--- config.mk ---
export PLATFORM = sky130hd
export DESIGN_NAME = ram_fifo_ctrl
export DESIGN_NICKNAME = d
export VERILOG_FILES = /design/src/rtl/ram_pkg.sv /design/src/rtl/fifo_out_buf.sv /design/src/rtl/ram_fifo_ctrl.sv
export SDC_FILE = /design/constraint.sdc
export NUM_CORES = 1
export LEC_CHECK = 0
export BUFFER_PORTS_ARGS = -buffer_cell sky130_fd_sc_hd__buf_2
export CORE_ASPECT_RATIO = 1.1
export CORE_UTILIZATION = 53
export DETAILED_ROUTE_END_ITERATION = 6
export PLACE_DENSITY_LB_ADDON = 0.12
export SKIP_CTS_REPAIR_TIMING = 1
export SLEW_MARGIN = 25
export SYNTH_ARGS = -nofsm -noshare
export SYNTH_HDL_FRONTEND = slang
export SYNTH_SLANG_ARGS = --single-unit
--- constraint.sdc ---
create_clock -name clk -period 15.2 [get_ports clk]
set_input_delay 1.52 -clock clk [delete_from_list [all_inputs] [get_ports clk]]
set_output_delay 1.52 -clock clk [all_outputs]
set_load 0.005 [all_outputs]
--- src/rtl/ram_pkg.sv ---
// Shared sizing for the 16x64 dual-port RAM and the FIFO controller that drives it.
// Latency: n/a (constants and types only).
// Backpressure: n/a.
package ram_pkg;

    localparam int DATA_W = 64;
    localparam int ADDR_W = 4;
    localparam int DEPTH  = 16;

    // Occupancy counters need one extra bit so that DEPTH itself is representable.
    localparam int CNT_W = 5;
    localparam logic [CNT_W-1:0] DEPTH_CNT = CNT_W'(DEPTH);

    typedef logic [DATA_W-1:0] word_t;
    typedef logic [ADDR_W-1:0] addr_t;

endpackage

--- src/rtl/fifo_out_buf.sv ---
// Two-entry output skid buffer holding words returned by the RAM read port.
// Latency: a word written on an edge is visible at head_data in the following cycle.
// Backpressure: none internally; the upstream credit logic never writes while full.
module fifo_out_buf
    import ram_pkg::*;
(
    input  logic              clk,
    input  logic              reset,
    input  logic              wr_en,
    input  logic [DATA_W-1:0] wr_data,
    input  logic              pop,
    output logic [1:0]        cnt,
    output logic [DATA_W-1:0] head_data,
    output logic              head_valid
);

    logic [DATA_W-1:0] mem [2];
    logic              head;
    logic              tail;

    // Store at the tail, advance head on pop, and track occupancy.
    always_ff @(posedge clk) begin
        if (reset) begin
            mem[0] <= '0;
            mem[1] <= '0;
            head   <= 1'b0;
            tail   <= 1'b0;
            cnt    <= 2'd0;
        end else begin
            if (wr_en) begin
                mem[tail] <= wr_data;
                tail      <= ~tail;
            end
            if (pop) begin
                head <= ~head;
            end
            case ({wr_en, pop})
                2'b10:   cnt <= cnt + 2'd1;
                2'b01:   cnt <= cnt - 2'd1;
                default: cnt <= cnt;
            endcase
        end
    end

    // Head is a mux of registers only, so the consumer never sees a path from the RAM.
    assign head_data  = mem[head];
    assign head_valid = (cnt != 2'd0);

endmodule

--- src/rtl/ram_fifo_ctrl.sv ---
// FIFO pointer/credit controller in front of a 16x64 dual-port RAM with write-to-read override.
// Latency: push to out_valid is 2 cycles on an empty queue; sustains one push and one pop per cycle.
// Backpressure: in_ready drops when 16 words sit in RAM; reads stall while the output buffer has no credit.
module ram_fifo_ctrl
    import ram_pkg::*;
(
    input  logic              clk,
    input  logic              reset,
    input  logic              in_valid,
    input  logic [DATA_W-1:0] in_data,
    output logic              in_ready,
    output logic              out_valid,
    output logic [DATA_W-1:0] out_data,
    input  logic              out_ready,
    output logic [CNT_W-1:0]  level,
    output logic              ram_we,
    output logic              ram_re,
    output logic [ADDR_W-1:0] ram_write_addr,
    output logic [ADDR_W-1:0] ram_read_addr,
    output logic [DATA_W-1:0] ram_write_data,
    input  logic [DATA_W-1:0] ram_read_data
);

    logic [ADDR_W-1:0] wr_ptr;
    logic [ADDR_W-1:0] rd_ptr;
    logic [ADDR_W-1:0] wr_addr_hold;
    logic [ADDR_W-1:0] rd_addr_hold;
    logic [DATA_W-1:0] wr_data_hold;
    logic [CNT_W-1:0]  ram_cnt;
    logic [CNT_W-1:0]  ram_cnt_nxt;
    logic [CNT_W-1:0]  level_nxt;
    logic              rd_pend;
    logic [1:0]        buf_cnt;
    logic [1:0]        buf_cnt_nxt;
    logic [2:0]        credit;
    logic              push;
    logic              pop;
    logic              issue;

    // Handshakes: in_ready looks only at registered occupancy, never at this cycle's read.
    assign in_ready = (ram_cnt != DEPTH_CNT) && !reset;
    assign push     = in_valid && in_ready;
    assign pop      = out_valid && out_ready;

    // Words already in the buffer or returning next cycle, less the one leaving now.
    // A pop implies buf_cnt >= 1, so the 3-bit sum cannot underflow.
    assign credit = {1'b0, buf_cnt} + {2'b00, rd_pend} - {2'b00, pop};

    // A same-cycle push counts as RAM content: with rd_ptr == wr_ptr the RAM override
    // hands the incoming word straight back, which is what gives the 2-cycle latency.
    assign issue = ((ram_cnt != '0) || push) && (credit < 3'd2) && !reset;

    // RAM ports are live only while pushing/issuing; otherwise they hold the last values.
    assign ram_we         = push;
    assign ram_re         = issue;
    assign ram_write_addr = push  ? wr_ptr  : wr_addr_hold;
    assign ram_write_data = push  ? in_data : wr_data_hold;
    assign ram_read_addr  = issue ? rd_ptr  : rd_addr_hold;

    // Next-state occupancy for RAM and output buffer, and the total level derived from them.
    always_comb begin
        ram_cnt_nxt = ram_cnt;
        buf_cnt_nxt = buf_cnt;
        case ({push, issue})
            2'b10:   ram_cnt_nxt = ram_cnt + 5'd1;
            2'b01:   ram_cnt_nxt = ram_cnt - 5'd1;
            default: ram_cnt_nxt = ram_cnt;
        endcase
        case ({rd_pend, pop})
            2'b10:   buf_cnt_nxt = buf_cnt + 2'd1;
            2'b01:   buf_cnt_nxt = buf_cnt - 2'd1;
            default: buf_cnt_nxt = buf_cnt;
        endcase
        level_nxt = ram_cnt_nxt + {4'b0000, issue} + {3'b000, buf_cnt_nxt};
    end

    // Pointers, counters, in-flight flag and the held RAM port values.
    always_ff @(posedge clk) begin
        if (reset) begin
            wr_ptr       <= '0;
            rd_ptr       <= '0;
            wr_addr_hold <= '0;
            rd_addr_hold <= '0;
            wr_data_hold <= '0;
            ram_cnt      <= '0;
            rd_pend      <= 1'b0;
            level        <= '0;
        end else begin
            if (push) begin
                wr_ptr       <= wr_ptr + 1'b1;
                wr_addr_hold <= wr_ptr;
                wr_data_hold <= in_data;
            end
            if (issue) begin
                rd_ptr       <= rd_ptr + 1'b1;
                rd_addr_hold <= rd_ptr;
            end
            ram_cnt <= ram_cnt_nxt;
            rd_pend <= issue;
            level   <= level_nxt;
        end
    end

    // Output buffer is filled from the RAM one cycle after each issued read; rd_pend is
    // cleared by reset, so a read in flight across reset is dropped.
    fifo_out_buf u_out_buf (
        .clk        (clk),
        .reset      (reset),
        .wr_en      (rd_pend),
        .wr_data    (ram_read_data),
        .pop        (pop),
        .cnt        (buf_cnt),
        .head_data  (out_data),
        .head_valid (out_valid)
    );

endmodule

==> results.md <==
* Outcome: completed
* CTS Buf Count at 23
* Hold Crit Class: reg2reg
* Worst setup EP type: output pin
* Cells along the critical path: buf_2 -> nand2_1 -> nor2_1 -> o21ai_0 -> fa_1 -> inv_1 -> a2111oi_4 -> mux2_4 -> buf_2
* Io pins at 277
* Tcrit/Tclk final at 35.49%
* Critical path required time at 13.68 ns
* Most frequent cell after synthesis: and2_1
* Vias at 6175
* Total gr overflow at 0
* Fraction of layout cells with a size suffix above 1 at 45.62%
* CTS root buf: clkbuf_16
* Synth Area in Adders at 1.512%
* Final hold vios at 0
* Syn Nets at 864
* Die W at 131.4 um
* Placer congestion estimate at 0.7898
* Worst-Skew Late Latency at 0.49 ns
* Netlist cell types at 37
* Detailed placer's ending HPWL at 12740 um
* Clk sinks at 224
* Compound-cell area share of the yosys netlist at 2.089%
* Max cap viols at 0
* DP Area at 11340 um^2
* Slowest CP cell: a2111oi_4
* Worst Skew at 0.01164 ns
* Delay-heaviest family, CP: compound AO/OA/AOI/OAI gates
* Die area at 18970 um^2
* Placed cells at 1202
* Critical Path Start: out_ready
* Largest area contributor in the netlist: edfxtp_1
* Post-route ant nets at 0
* Synth cell count leaders: 200 x and2_1, 128 x edfxtp_1, 96 x dfxtp_1
* First-pass GRT wire length at 30220 um
* Mean post-synth cell area at 13.52 um^2
* P_leak at 5.441 nW
* CP most frequent cell: buf_2
* Xor and xnor fraction of the mapped netlist area at 1.525%
* Post-place setup slack at 9.700 ns
* Synth Register Bits at 224
* RSZ-0062 raised after global routing: false
* Post-synthesis mux area share at 17.90%
* Fin nets at 1131
* Worst slew margin at 33.38%
* Crit path launch type: input pin
* Vias in the first global route at 6046
* Finished Layout Cells at 1247
* Area share of the largest cell type after synthesis at 39.37%
* Post-Synth Simple-Gate Area at 15.25%
* Area Overhead vs Synth at 23.08%
* EDFF count, synth at 128
* Worst r2r src: u_out_buf.cnt[1]$_SDFF_PP0_
* Finish-stage setup viols at 0
* Clk buf depth at 3
* Slew Viols, Final at 0
* Commonest register cell after synthesis: edfxtp_1
* Setup TNS at 0 ns
* Critical hold path startpoint: u_out_buf.head$_SDFFE_PP0P_
* CP peak stage delay at 0.81 ns
* Initial core utilization at 54.64%
* Dominant cells by area after synthesis: edfxtp_1 39%, dfxtp_1 20%, and2_1 13%
* Core area at 17870 um^2
* Post-synthesis cell count at 722
* Largest family of logic cells by synthesized area: multiplexers
* Yosys warnings at 0
* Max Clk Rate at 0.1854 GHz
* Vias/cell at 4.952
* CTS tree: yes
* Design area at 12020 um^2
* Critical path arrival at 3.88 ns
* # port buffers at 276
* Power per cell area at 154.3 nW/um^2
* Sequential cell area fraction in the yosys report at 59.05%
* Worst Max-Slew Pin Slew at 0.9993 ns
* WL final at 19730 um
* WP buf/inv at 3
* 1st-iter DRT viols at 251
* Crit path max fanout at 12
* VDD IR max at 96.83 uV
* Fraction of registers with async set/reset at 0%
* Clock H-tree levels at 1
* Wire per inst at 15.82 um
* Min cycle time layout at 5.395 ns
* Clock transition at path regs at 0.06 ns
* Hold_ws at 0.5045 ns
* # DRC at 0
* Final worst slack at 9.805 ns
* Die Ht at 144.4 um
* Largest net degree at the start of global routing at 77
* Tot GR Track Use at 20.21%
* Synthesized cell area at 9763 um^2
* Rows at 51
* CP Class: in2out
* Drt first pass iters at 4
* Initial antenna violation count at 5
## flip-flops by register name (all words and copies together) (netlist names), named ones only
register	count
wr_addr_hold	4
wr_ptr	4
rd_ptr	4
u_out_buf.head	1
wr_data_hold	64
rd_pend	1
rd_addr_hold	4
u_out_buf.cnt	2
u_out_buf.tail	1
level	5
u_out_buf.mem	128
ram_cnt	5
## final timing paths
| path | endpoint | slack [ns] | depth (start not counted) |
|---|---|---|---|
| min reg2reg | flop | 0.50 | 2 |
| min | flop | 0.50 | 2 |
| max | ram_read_addr[1] | 9.80 | 9 |
| max reg2reg | level[4]$_SDFF_PP0_ | 10.74 | 15 |
## layout by cell type, fill, tap and decap left out, drive strengths merged
master     n
nor3       4
clkbuf    33
nand4      2
a21oi      5
edfxtp   128
diode      5
buf      284
nand2      6
inv       14
o21ai      7
a32oi      1
clkinv     7
dfxtp     96
nor4       1
mux2     136
nor2b      3
ha         7
nor2      25
a211oi     3
or3        1
a21o       1
xnor2      6
a2111oi    2
and2     200
nor3b      1
and3b      2
nand3      1
fa         3
a22o       1
o211ai     3
or2        2
mux2i      4
o21a       1
a32o       1
xor2      11
o211a      2
## per-layer routing
layer	wire (um)	track usage (%)	vias up	share of wire (%)
met5	0	0	-	0
met4	437	7.222	0	2.2
met3	1493	5.293	26	7.6
met2	9758	35.17	217	49
met1	8035	24.27	2917	41
li1	-	-	3015	-
## worst register-to-register path: cells and delay by family, from the launching register on
kind,cells,cell delay [ns]
adder cells (fa/ha/maj),3,1.25
AND/OR/NAND/NOR,4,0.71
buffers and inverters,1,0.07
multiplexers,1,0.13
XOR/XNOR,1,0.12
AO/OA/AOI/OAI,5,1.69
flip-flops,1,0.43
## power breakdown
group	internal [mW]	switching, mW
clock network	0.288	0.217
logic	0.277	0.278
registers	0.753	0.0415
## area by class of cell
type | instances | area [um^2]
diodes | 5 | 12.51
inverters | 14 | 52.55
clock inverters | 7 | 28.78
multi-input cells | 442 | 3782
flip-flops and latches | 224 | 5767
clock buffers | 33 | 634.4
well taps | 238 | 297.8
fillers | 1373 | 5851
repair buffers | 284 | 1441
## through the flow
step           power, mW  util, %
2_1_floorplan      1.181        -
3_3_place_gp       1.359    63.47
3_5_place_dp       1.368    63.47
4_1_cts            1.879    67.18
5_1_grt            1.963    67.23
6_report           1.854    67.25
## cell families after synthesis
logic type	Yosys count
flip-flops	224
XOR/XNOR	17
AND/OR/NAND/NOR	248
adder cells (fa/ha/maj)	10
AO/OA/AOI/OAI	27
multiplexers	140
buffers and inverters	56
(Power assumes the default switching activity.)
